**src/rtl/fu_pkg.sv**
```systemverilog
// Shared encodings for the external ALU functional unit: opcodes, CSR bits,
// DE<->FU bus field positions and the sequencing FSM states.
package fu_pkg;

    localparam int DBITS    = 32;
    localparam int OP3_BITS = 31;
    localparam int ITERS    = 32;

    localparam logic [3:0] FU_ADD = 4'd0;
    localparam logic [3:0] FU_SUB = 4'd1;
    localparam logic [3:0] FU_AND = 4'd2;
    localparam logic [3:0] FU_OR  = 4'd3;
    localparam logic [3:0] FU_XOR = 4'd4;
    localparam logic [3:0] FU_MUL = 4'd5;
    localparam logic [3:0] FU_DIV = 4'd6;
    localparam logic [3:0] FU_REM = 4'd7;

    localparam int CSR_DONE = 0;
    localparam int CSR_ERR  = 1;
    localparam int CSR_OVF  = 2;
    localparam int CSR_BITS = 3;

    // decode -> FU bus
    localparam int DE_W         = 71;
    localparam int DE_WR_ALUOP  = 0;
    localparam int DE_WR_OP1    = 1;
    localparam int DE_WR_OP2    = 2;
    localparam int DE_WDATA_LSB = 3;
    localparam int DE_RD_OP3    = 35;

    // FU -> decode bus
    localparam int FU_W       = 35;
    localparam int FU_OP3_LSB = 0;
    localparam int FU_CSR_LSB = 31;
    localparam int FU_BUSY    = 34;

    typedef enum logic [1:0] {
        IDLE  = 2'd0,
        SHORT = 2'd1,
        LONG  = 2'd2
    } fu_state_e;

    function automatic logic is_divrem(input logic [3:0] op);
        return (op == FU_DIV) || (op == FU_REM);
    endfunction

endpackage

```
**src/rtl/ext_alu_iter.sv**
```systemverilog
// Iterative MUL/DIV/REM datapath: unsigned shift-add multiply or restoring
// divide on operand magnitudes, with the sign applied to the final step.
module ext_alu_iter
    import fu_pkg::*;
#(
    parameter int W     = 32,
    parameter int ITERS = 32
) (
    input  logic         clk,
    input  logic         reset,
    input  logic         start,
    input  logic [3:0]   op,
    input  logic [W-1:0] a,
    input  logic [W-1:0] b,
    output logic         done,
    output logic [W-1:0] result,
    output logic         hi_ok
);
    localparam int CW = (ITERS > 1) ? $clog2(ITERS) : 1;
    localparam logic [CW-1:0] LAST = CW'(ITERS - 1);

    logic          active_q, active_d;
    logic [CW-1:0] cnt_q, cnt_d;
    logic          is_mul_q, is_mul_d;
    logic          is_rem_q, is_rem_d;
    logic          neg_q, neg_d;
    logic [W-1:0]  mag_q, mag_d;
    logic [W-1:0]  acc_q, acc_d;
    logic [W-1:0]  lo_q, lo_d;

    logic [W:0]     sum;
    logic [W:0]     shifted;
    logic [W:0]     trial;
    logic [W-1:0]   step_acc;
    logic [W-1:0]   step_lo;
    logic [W-1:0]   mag_a;
    logic [W-1:0]   mag_b;
    logic [W-1:0]   mag_res;
    logic [2*W-1:0] prod;
    logic [2*W-1:0] sprod;

    always_comb begin
        mag_a = a[W-1] ? (~a + 1'b1) : a;
        mag_b = b[W-1] ? (~b + 1'b1) : b;

        sum     = {1'b0, acc_q} + (lo_q[0] ? {1'b0, mag_q} : {(W+1){1'b0}});
        shifted = {acc_q, lo_q[W-1]};
        trial   = shifted - {1'b0, mag_q};

        if (is_mul_q) begin
            step_acc = sum[W:1];
            step_lo  = {sum[0], lo_q[W-1:1]};
        end else if (!trial[W]) begin
            step_acc = trial[W-1:0];
            step_lo  = {lo_q[W-2:0], 1'b1};
        end else begin
            step_acc = shifted[W-1:0];
            step_lo  = {lo_q[W-2:0], 1'b0};
        end

        active_d = active_q;
        cnt_d    = cnt_q;
        is_mul_d = is_mul_q;
        is_rem_d = is_rem_q;
        neg_d    = neg_q;
        mag_d    = mag_q;
        acc_d    = acc_q;
        lo_d     = lo_q;

        if (start) begin
            active_d = 1'b1;
            cnt_d    = '0;
            is_mul_d = (op == FU_MUL);
            is_rem_d = (op == FU_REM);
            neg_d    = (op == FU_REM) ? a[W-1] : (a[W-1] ^ b[W-1]);
            mag_d    = (op == FU_MUL) ? mag_a : mag_b;
            lo_d     = (op == FU_MUL) ? mag_b : mag_a;
            acc_d    = '0;
        end else if (active_q) begin
            acc_d = step_acc;
            lo_d  = step_lo;
            cnt_d = cnt_q + 1'b1;
            if (cnt_q == LAST) begin
                active_d = 1'b0;
            end
        end
    end

    // Result is taken from the final step's values so it lands with done.
    always_comb begin
        prod    = {step_acc, step_lo};
        sprod   = neg_q ? (~prod + 1'b1) : prod;
        mag_res = is_rem_q ? step_acc : step_lo;
        if (is_mul_q) begin
            result = sprod[W-1:0];
            hi_ok  = (sprod[2*W-1:W] == {W{sprod[W-1]}});
        end else begin
            result = neg_q ? (~mag_res + 1'b1) : mag_res;
            hi_ok  = 1'b1;
        end
    end

    assign done = active_q && (cnt_q == LAST);

    always_ff @(posedge clk) begin
        if (reset) begin
            active_q <= 1'b0;
            cnt_q    <= '0;
            is_mul_q <= 1'b0;
            is_rem_q <= 1'b0;
            neg_q    <= 1'b0;
            mag_q    <= '0;
            acc_q    <= '0;
            lo_q     <= '0;
        end else begin
            active_q <= active_d;
            cnt_q    <= cnt_d;
            is_mul_q <= is_mul_d;
            is_rem_q <= is_rem_d;
            neg_q    <= neg_d;
            mag_q    <= mag_d;
            acc_q    <= acc_d;
            lo_q     <= lo_d;
        end
    end

endmodule

```
**src/rtl/ext_alu_fu.sv**
```systemverilog
// External ALU functional unit: operand registers, sequencing FSM, CSR and
// DE<->FU bus packing around the iterative MUL/DIV datapath.
module ext_alu_fu
    import fu_pkg::*;
#(
    parameter int DBITS    = fu_pkg::DBITS,
    parameter int OP3_BITS = fu_pkg::OP3_BITS,
    parameter int ITERS    = fu_pkg::ITERS
) (
    input  logic                  clk,
    input  logic                  reset,
    input  logic [DBITS+38:0]     from_DE_to_FU,
    output logic [OP3_BITS+3:0]   from_FU_to_DE
);
    logic             wr_aluop;
    logic             wr_op1;
    logic             wr_op2;
    logic             rd_op3;
    logic [DBITS-1:0] wdata;
    logic             unused_pad;

    assign wr_aluop   = from_DE_to_FU[DE_WR_ALUOP];
    assign wr_op1     = from_DE_to_FU[DE_WR_OP1];
    assign wr_op2     = from_DE_to_FU[DE_WR_OP2];
    assign wdata      = from_DE_to_FU[DBITS+2:3];
    assign rd_op3     = from_DE_to_FU[DBITS+3];
    assign unused_pad = ^from_DE_to_FU[DBITS+38:DBITS+4];

    fu_state_e             state_q, state_d;
    logic [3:0]            aluop_q, aluop_d;
    logic [DBITS-1:0]      op1_q, op1_d;
    logic [DBITS-1:0]      op2_q, op2_d;
    logic [OP3_BITS-1:0]   op3_q, op3_d;
    logic [CSR_BITS-1:0]   csr_q, csr_d;

    logic [DBITS-1:0] op1_eff;
    logic [DBITS-1:0] op2_eff;
    logic [3:0]       new_op;
    logic             start_long;
    logic [DBITS-1:0] short_r;
    logic             short_err;
    logic             iter_done;
    logic [DBITS-1:0] iter_result;
    logic             iter_hi_ok;

    // Result fits the return bus only if the bits above the op3 sign agree.
    function automatic logic range_ovf(input logic [DBITS-1:0] r);
        return (|r[DBITS-1:OP3_BITS-1]) && !(&r[DBITS-1:OP3_BITS-1]);
    endfunction

    always_comb begin
        op1_eff    = wr_op1 ? wdata : op1_q;
        op2_eff    = wr_op2 ? wdata : op2_q;
        new_op     = wdata[3:0];
        start_long = (state_q == IDLE) && wr_aluop &&
                     ((new_op == FU_MUL) || (is_divrem(new_op) && (op2_eff != '0)));
    end

    // Single-cycle ops; DIV/REM only reach here with a zero divisor.
    always_comb begin
        short_err = 1'b0;
        case (aluop_q)
            FU_ADD:  short_r = op1_q + op2_q;
            FU_SUB:  short_r = op1_q - op2_q;
            FU_AND:  short_r = op1_q & op2_q;
            FU_OR:   short_r = op1_q | op2_q;
            FU_XOR:  short_r = op1_q ^ op2_q;
            FU_DIV, FU_REM: begin
                short_r   = '1;
                short_err = 1'b1;
            end
            default: begin
                short_r   = '0;
                short_err = 1'b1;
            end
        endcase
    end

    ext_alu_iter #(
        .W     (DBITS),
        .ITERS (ITERS)
    ) u_iter (
        .clk    (clk),
        .reset  (reset),
        .start  (start_long),
        .op     (new_op),
        .a      (op1_eff),
        .b      (op2_eff),
        .done   (iter_done),
        .result (iter_result),
        .hi_ok  (iter_hi_ok)
    );

    always_comb begin
        state_d = state_q;
        aluop_d = aluop_q;
        op1_d   = op1_q;
        op2_d   = op2_q;
        op3_d   = op3_q;
        csr_d   = csr_q;
        case (state_q)
            IDLE: begin
                if (wr_op1) op1_d = wdata;
                if (wr_op2) op2_d = wdata;
                if (wr_aluop) begin
                    aluop_d         = new_op;
                    csr_d[CSR_DONE] = 1'b0;
                    state_d         = start_long ? LONG : SHORT;
                end else if (rd_op3 && csr_q[CSR_DONE]) begin
                    csr_d[CSR_DONE] = 1'b0;
                end
            end
            SHORT: begin
                op3_d          = short_r[OP3_BITS-1:0];
                csr_d[CSR_DONE] = 1'b1;
                csr_d[CSR_ERR]  = short_err;
                csr_d[CSR_OVF]  = range_ovf(short_r);
                state_d         = IDLE;
            end
            LONG: begin
                if (iter_done) begin
                    op3_d           = iter_result[OP3_BITS-1:0];
                    csr_d[CSR_DONE] = 1'b1;
                    csr_d[CSR_ERR]  = 1'b0;
                    csr_d[CSR_OVF]  = range_ovf(iter_result) || !iter_hi_ok;
                    state_d         = IDLE;
                end
            end
            default: state_d = IDLE;
        endcase
    end

    always_ff @(posedge clk) begin
        if (reset) begin
            state_q <= IDLE;
            aluop_q <= '0;
            op1_q   <= '0;
            op2_q   <= '0;
            op3_q   <= '0;
            csr_q   <= '0;
        end else begin
            state_q <= state_d;
            aluop_q <= aluop_d;
            op1_q   <= op1_d;
            op2_q   <= op2_d;
            op3_q   <= op3_d;
            csr_q   <= csr_d;
        end
    end

    assign from_FU_to_DE = {(state_q != IDLE), csr_q, op3_q};

endmodule

```
**config.mk**
```make
export PLATFORM = sky130hd
export DESIGN_NAME = ext_alu_fu
export DESIGN_NICKNAME = d
export VERILOG_FILES = /design/src/rtl/fu_pkg.sv /design/src/rtl/ext_alu_iter.sv /design/src/rtl/ext_alu_fu.sv
export SDC_FILE = /design/constraint.sdc
export NUM_CORES = 1
export LEC_CHECK = 0
export ABC_AREA = 1
export CAP_MARGIN = 25
export CORE_MARGIN = 10
export CORE_UTILIZATION = 50
export CTS_BUF_LIST = sky130_fd_sc_hd__clkbuf_8
export CTS_CLUSTER_SIZE = 8
export DETAILED_ROUTE_END_ITERATION = 12
export GPL_TIMING_DRIVEN = 0
export PLACE_DENSITY = 0.66
export SETUP_SLACK_MARGIN = 0.02
export SLEW_MARGIN = 20
export SYNTH_ARGS = -nofsm -noshare
export SYNTH_HDL_FRONTEND = slang
export SYNTH_SLANG_ARGS = --single-unit
export TNS_END_PERCENT = 10
```
**constraint.sdc**
```tcl
create_clock -name clk -period 7.7 [get_ports clk]
set_input_delay 1.155 -clock clk [delete_from_list [all_inputs] [get_ports clk]]
set_output_delay 1.155 -clock clk [all_outputs]
set_load 0.03 [all_outputs]
```
# ---- After elaboration in Yosys (flattened, before gate mapping)
# Cells that the tools add are included.
dict set report op_classes {
  addsub 9
  eq_ne 16
  mux 35
  bitwise 8
  reduce_logical 31
}
# operator n
set op_table {}
lappend op_table {{2-to-1 mux 32 bit} 15}
lappend op_table {{one-hot mux 32 bit (6 select lines)} 1}
lappend op_table {{adder 32 x 1 -> 32 bit (second input constant)} 3}
lappend op_table {{inverter 32 bit} 3}
lappend op_table {{adder 64 x 1 -> 64 bit (second input constant)} 1}
lappend op_table {{2-to-1 mux 64 bit} 1}
lappend op_table {{inverter 64 bit} 1}
lappend op_table {{one-hot mux 31 bit (2 select lines)} 1}
lappend op_table {{adder 32 x 33 -> 33 bit} 1}
lappend op_table {{subtractor 33 x 32 -> 33 bit} 1}
lappend op_table {{adder 32 bit} 1}
lappend op_table {{bitwise AND 32 bit} 1}
lappend op_table {{== test 32 bit} 1}
lappend op_table {{OR 32 bit} 1}
lappend op_table {{nonzero test 32 bit} 1}
lappend op_table {{subtractor 32 bit} 1}
lappend op_table {{XOR 32 bit} 1}
lappend op_table {{2-to-1 mux 31 bit} 1}
lappend op_table {{== test 4 x 3 -> 1 bit (second input constant)} 6}
lappend op_table {{AND reduction 2 bit} 5}
lappend op_table {{2-to-1 mux 1 bit} 9}
lappend op_table {{== test 4 x 2 -> 1 bit (second input constant)} 2}
lappend op_table {{one-hot mux 2 bit (2 select lines)} 2}
lappend op_table {{OR reduction 2 bit} 4}
lappend op_table {{other kinds (20)} 35}
dict set report word_totals {
  reg_bits 209
  out_inout_bits 35
  wordCells 114
}

# ---- Logic depth before layout (Yosys ltp)
dict set report depth {
  ltp_word 14
  ltp_mapped 44
  ltp_nobuf 44
}

# ---- By module
# A second synthesis with hierarchy kept.
dict set report hier_totals {
  hier_cells 4534
  area_unflattened_um2 25734.7
}
# mod n_inst cells_each area_per_inst_um2
set modules_own_cells {}
lappend modules_own_cells {ext_alu_iter 1 3026 16285.6}
lappend modules_own_cells {ext_alu_fu 1 1508 9449.1}

# ---- Least setup slack after synthesis
# OpenSTA, ideal clock, no wires.
dict set report synth_path {
  path_type {reg-to-reg}
  from {register u_iter.lo_q[31]}
  to {register csr_q[2]}
  setup_time_ps 122
  t_arrival_ps 4231
  required_time_ps 7578
  slack_ps 3348
  path_stages_with_launch 42
  period_less_slack_ps 4352
  cell_sequence {dfxtp_1 > inv_1 > ha_1 > inv_1 > fa_1 > nand2_1 > nand2_1 > nand3_1 > nand2_2 > nand2_1 > nand2_2 > nand2_2 > nand2_2 > nand2_4 > nand2_4 > nand2_2 > nand2_1 > inv_2 > [6 not listed] > nor2_2 > nand4_1 > nor2_1 > nand2_1 > nor2_2 > nand3_1 > nand2_2 > nand2_1 > xnor2_1 > nand2_1 > o21ai_0 > nand2_1 > nor2_1 > nand2_1 > nand2_1 > nand2_1 > nand2_1 > a21oi_2}
}
dict set report synth_via {
  elab_chain_len 14
}
# item line_no
set synth_rtl {}
lappend synth_rtl {{from (decl)} ext_alu_iter.sv:29} ;# logic [W-1:0] lo_q, lo_d;
lappend synth_rtl {{from (signal assigned)} ext_alu_iter.sv:123} ;# lo_q <= lo_d;
lappend synth_rtl {{branches (longest 11 deep; another with adder 64 x 1 -> 64 bit)} -}
lappend synth_rtl {{logical OR 1 bit (*)} ext_alu_fu.sv:125} ;# csr_d[CSR_OVF] = range_ovf(iter_result) || !iter_hi_ok;
lappend synth_rtl {{2-to-1 mux 3 bit (*)} ext_alu_fu.sv:121} ;# if (iter_done) begin
lappend synth_rtl {{one-hot mux 2 bit (2 select lines) (*)} ext_alu_fu.sv:101} ;# case (state_q)
lappend synth_rtl {{to (signal assigned)} ext_alu_fu.sv:147} ;# csr_q <= csr_d;
lappend synth_rtl {{to (decl)} ext_alu_fu.sv:34} ;# logic [CSR_BITS-1:0] csr_q, csr_d;
# Mark *: on every way between the ends. The select of a mux whose other input is x is not followed.
# A chain may end at the register's enable or synchronous reset.

==> reports/qor.txt <==
Hold path cells - 2
Final Setup Violations - 0
Met1 Use GR - 44.7%
Slowest CP cell - o21ai_0
Die area - 0.0590 mm^2
Setup crit start kind - flip-flop
Post-synth top cells - nand2_1 (1242), inv_1 (615), nor2_1 (412), o21ai_0 (402), a21oi_1 (345)
Multi-input gate area - 0.0175 mm^2
Largest net degree at the start of global routing - 14
Clock sink count - 209
Post-Route Utilization - 55.5%
RSZ-0062 raised after global routing - false
Flop2flop setup slack - 1.17 ns
Worst-Margin Slew - 1.04 ns
Grt met2 use - 55.8%
TNS Setup - 0 ns
R2R Path End - op3_q[25]
Drt drc - 0
Hold Crit Class - reg -> reg
WS Path Type - reg -> reg
Fillers - 5359
Power Dens Cells - 288 mW/mm^2
Number of DRC markers after the initial detailed-route iteration - 3885
Final min period - 6.53 ns
Worst stage delay on the critical path - 0.79 ns
Post-cts sizing count - 0
Height of the die - 243 um
Min-Delay Endpoint - u_iter.cnt_q[4]
Setup crit end kind - flip-flop
Post-Layout Inst Area - 0.0272 mm^2
Vias per inst - 5.79
Hold_sp - u_iter.cnt_q[4]
DP HPWL - 90700 um
Top Usage Layer GRT - met2
Via Count - 30100
CP Max Fanout - 10
Period utilization - 84.8%
Relative slew margins - 30.8%
Final Slew Violations - 0
Total gr overflow - 0
Register area - 0.00418 mm^2
WP data arrival - 7.12 ns
I/O pins - 108
Crit path max-delay family - compound AO/OA/AOI/OAI gates
Total power draw - 7840 uW
Row count - 81
Wire per inst - 21.4 um
Final hold violations - 0
Launching point of the worst reg2reg path - aluop_q[3]
Asr flop ratio synth - 0%
Synth Cell Area - 0.0249 mm^2
Post-CTS Setup Bufs - 0
Avg Inst Size Synth - 5.66 um^2
WP data required - 8.29 ns
Synth area leader - nand2_1
DR pass1 iterations - 8
Initial antenna violation count - 2
Unique masters post-synth - 60
Outcome - complete, no violations
Yosys warns - 0
Mapped Nets - 4634
Largest cells by area after synthesis - nand2_1 (19%), dfxtp_1 (17%), inv_1 (9.3%)
Leakage - 0.0138 uW
Htree depth - 2
Clock Path Buffers - 3
Max Cap Viol - 0
Gp weighted congestion - 1.06
Number of global-route vias before repair - 27200
Peak VDD IR - 0.180 mV
Synth top area share - 18.8%
FMAX - 153 MHz
Count leader, synth - nand2_1
GRT Total Usage - 35.8%
Post-DP Area - 0.0264 mm^2
Antenna viol nets, final - 0
TritonCTS buffer count - 42
Most frequent CP cell - nand2_1
Clock root buffer master - clkbuf_8
Worst-skew pair later-pin latency - 0.67 ns
Seq/Total Area, Yosys - 16.8%
IO Port Bufs - 69
Final wirelength - 111000 um
CTS tree - yes
Buffer and inverter count on the worst path - 6
Final #Nets - 4750
Synthesis-to-finish area growth - 9.53%
Die width - 243 um
Skew final - 0.0856 ns
Met3 Use GR - 5.14%
EDFF count, synth - 0
Layout cells sized above 1 - 4.24%
First-pass GRT wire length - 164000 um
Cts hold-fix bufs - 0
Initial Util - 50.7%
Mapped Cells - 4388
Top FF cell, synth - dfxtp_1
Clock slew at reported path FFs - 0.06 ns
Worst reg-to-reg path cell count - 32
Number of synthesized register bits - 209
Core Box Area - 0.0491 mm^2
## sequential cells by signal (all words and copies together) (netlist names), 2 cells and up
| name | count |
|---|---|
| u_iter.lo_q | 32 |
| csr_q | 3 |
| op3_q | 31 |
| state_q | 2 |
| aluop_q | 4 |
| u_iter.mag_q | 32 |
| op1_q | 32 |
| op2_q | 32 |
| u_iter.cnt_q | 5 |
| u_iter.acc_q | 32 |
## layer usage
metal	share of wire, %	vias up
met4	8.1	2
met2	43	1674
met3	9.7	330
li1	-	14500
met1	39	13600
met5	0.018	-
## report_power, final
part           internal (uW)  switching [uW]
Sequential              1190             116
Clock                    610             563
Combinational           1490            3870
## cell usage in the layout, fill, tap and decap left out, drive strengths merged, types with 2 or more instances in the layout
master / count
inv: 633
and3: 5
clkdlybuf4s50: 69
dfxtp: 209
o21bai: 12
fa: 3
o311ai: 3
a221oi: 15
a21oi: 348
o211ai: 19
nor3: 53
a21o: 6
o2111ai: 7
xnor2: 52
nand3b: 32
ha: 170
o21ai: 437
a31oi: 16
a211oi: 2
xor2: 89
and2: 6
o22ai: 21
nor4: 12
buf: 49
o221ai: 22
a21boi: 6
nand4: 34
diode: 3
o21a: 12
nand3: 247
clkinv: 15
nand2: 1273
nor2: 426
o31ai: 11
clkbuf: 178
o32ai: 16
or2: 15
## worst max path at each step
stage,slack (ns),cells after the start,end,from
6_report,1.17,32,op3_q[25],aluop_q[3]
5_1_grt,0.78,29,op3_q[26],aluop_q[3]
4_1_cts,1.27,29,op3_q[26],aluop_q[3]
3_5_place_dp,1.25,32,op3_q[25],aluop_q[3]
3_3_place_gp,1.21,29,op3_q[26],aluop_q[3]
2_1_floorplan,3.35,41,csr_q[2],u_iter.lo_q[31]
## cell type report
cell class                      count  area share [%]
Clock inverter                     24           0.602
Multi-Input combinational cell   3377            64.4
Sequential cell                   209            15.4
Tap cell                          664            3.05
Buffer                            176            2.86
Inverter                          626            8.63
Clock buffer                       48            2.43
Timing Repair Buffer               72            2.59
Antenna cell                        3          0.0276
## kinds of logic (layout without fill, tap and decap cells)
kind of cell / count (synthesis) / after routing / share of synthesized area, %
and+or+nand+nor: 2106 / 2106 / 35.4
AOI/OAI and AO/OA: 957 / 957 / 21.4
buffers and inverters: 802 / 946 / 12.6
DFF: 209 / 209 / 16.8
adders and majority gates: 173 / 173 / 8.80
xor gates and xnor gates: 141 / 141 / 4.97
other: 0 / 3 / 0
## worst reg2reg max path: cells and delay by family, from the launching register on
kind	cells	cell delay (ns)
compound gates	9	2.95
simple gates	16	2.11
buf+inv	6	0.79
flops	1	0.34
fa+ha+maj	1	0.28
## through the flow
step / std cells / worst slack [ns] / hold WS [ns]
after global routing: 5197 / 0.776 / 0.499
after CTS: 5194 / 1.27 / 0.473
after detailed placement: 5122 / 1.25 / 0.463
after global placement: 5121 / 1.21 / 0.459
after floorplan: 4388 / 3.35 / 0.441
final: 5199 / 1.17 / 0.475
No activity file was read; power rests on OpenSTA's default activity.
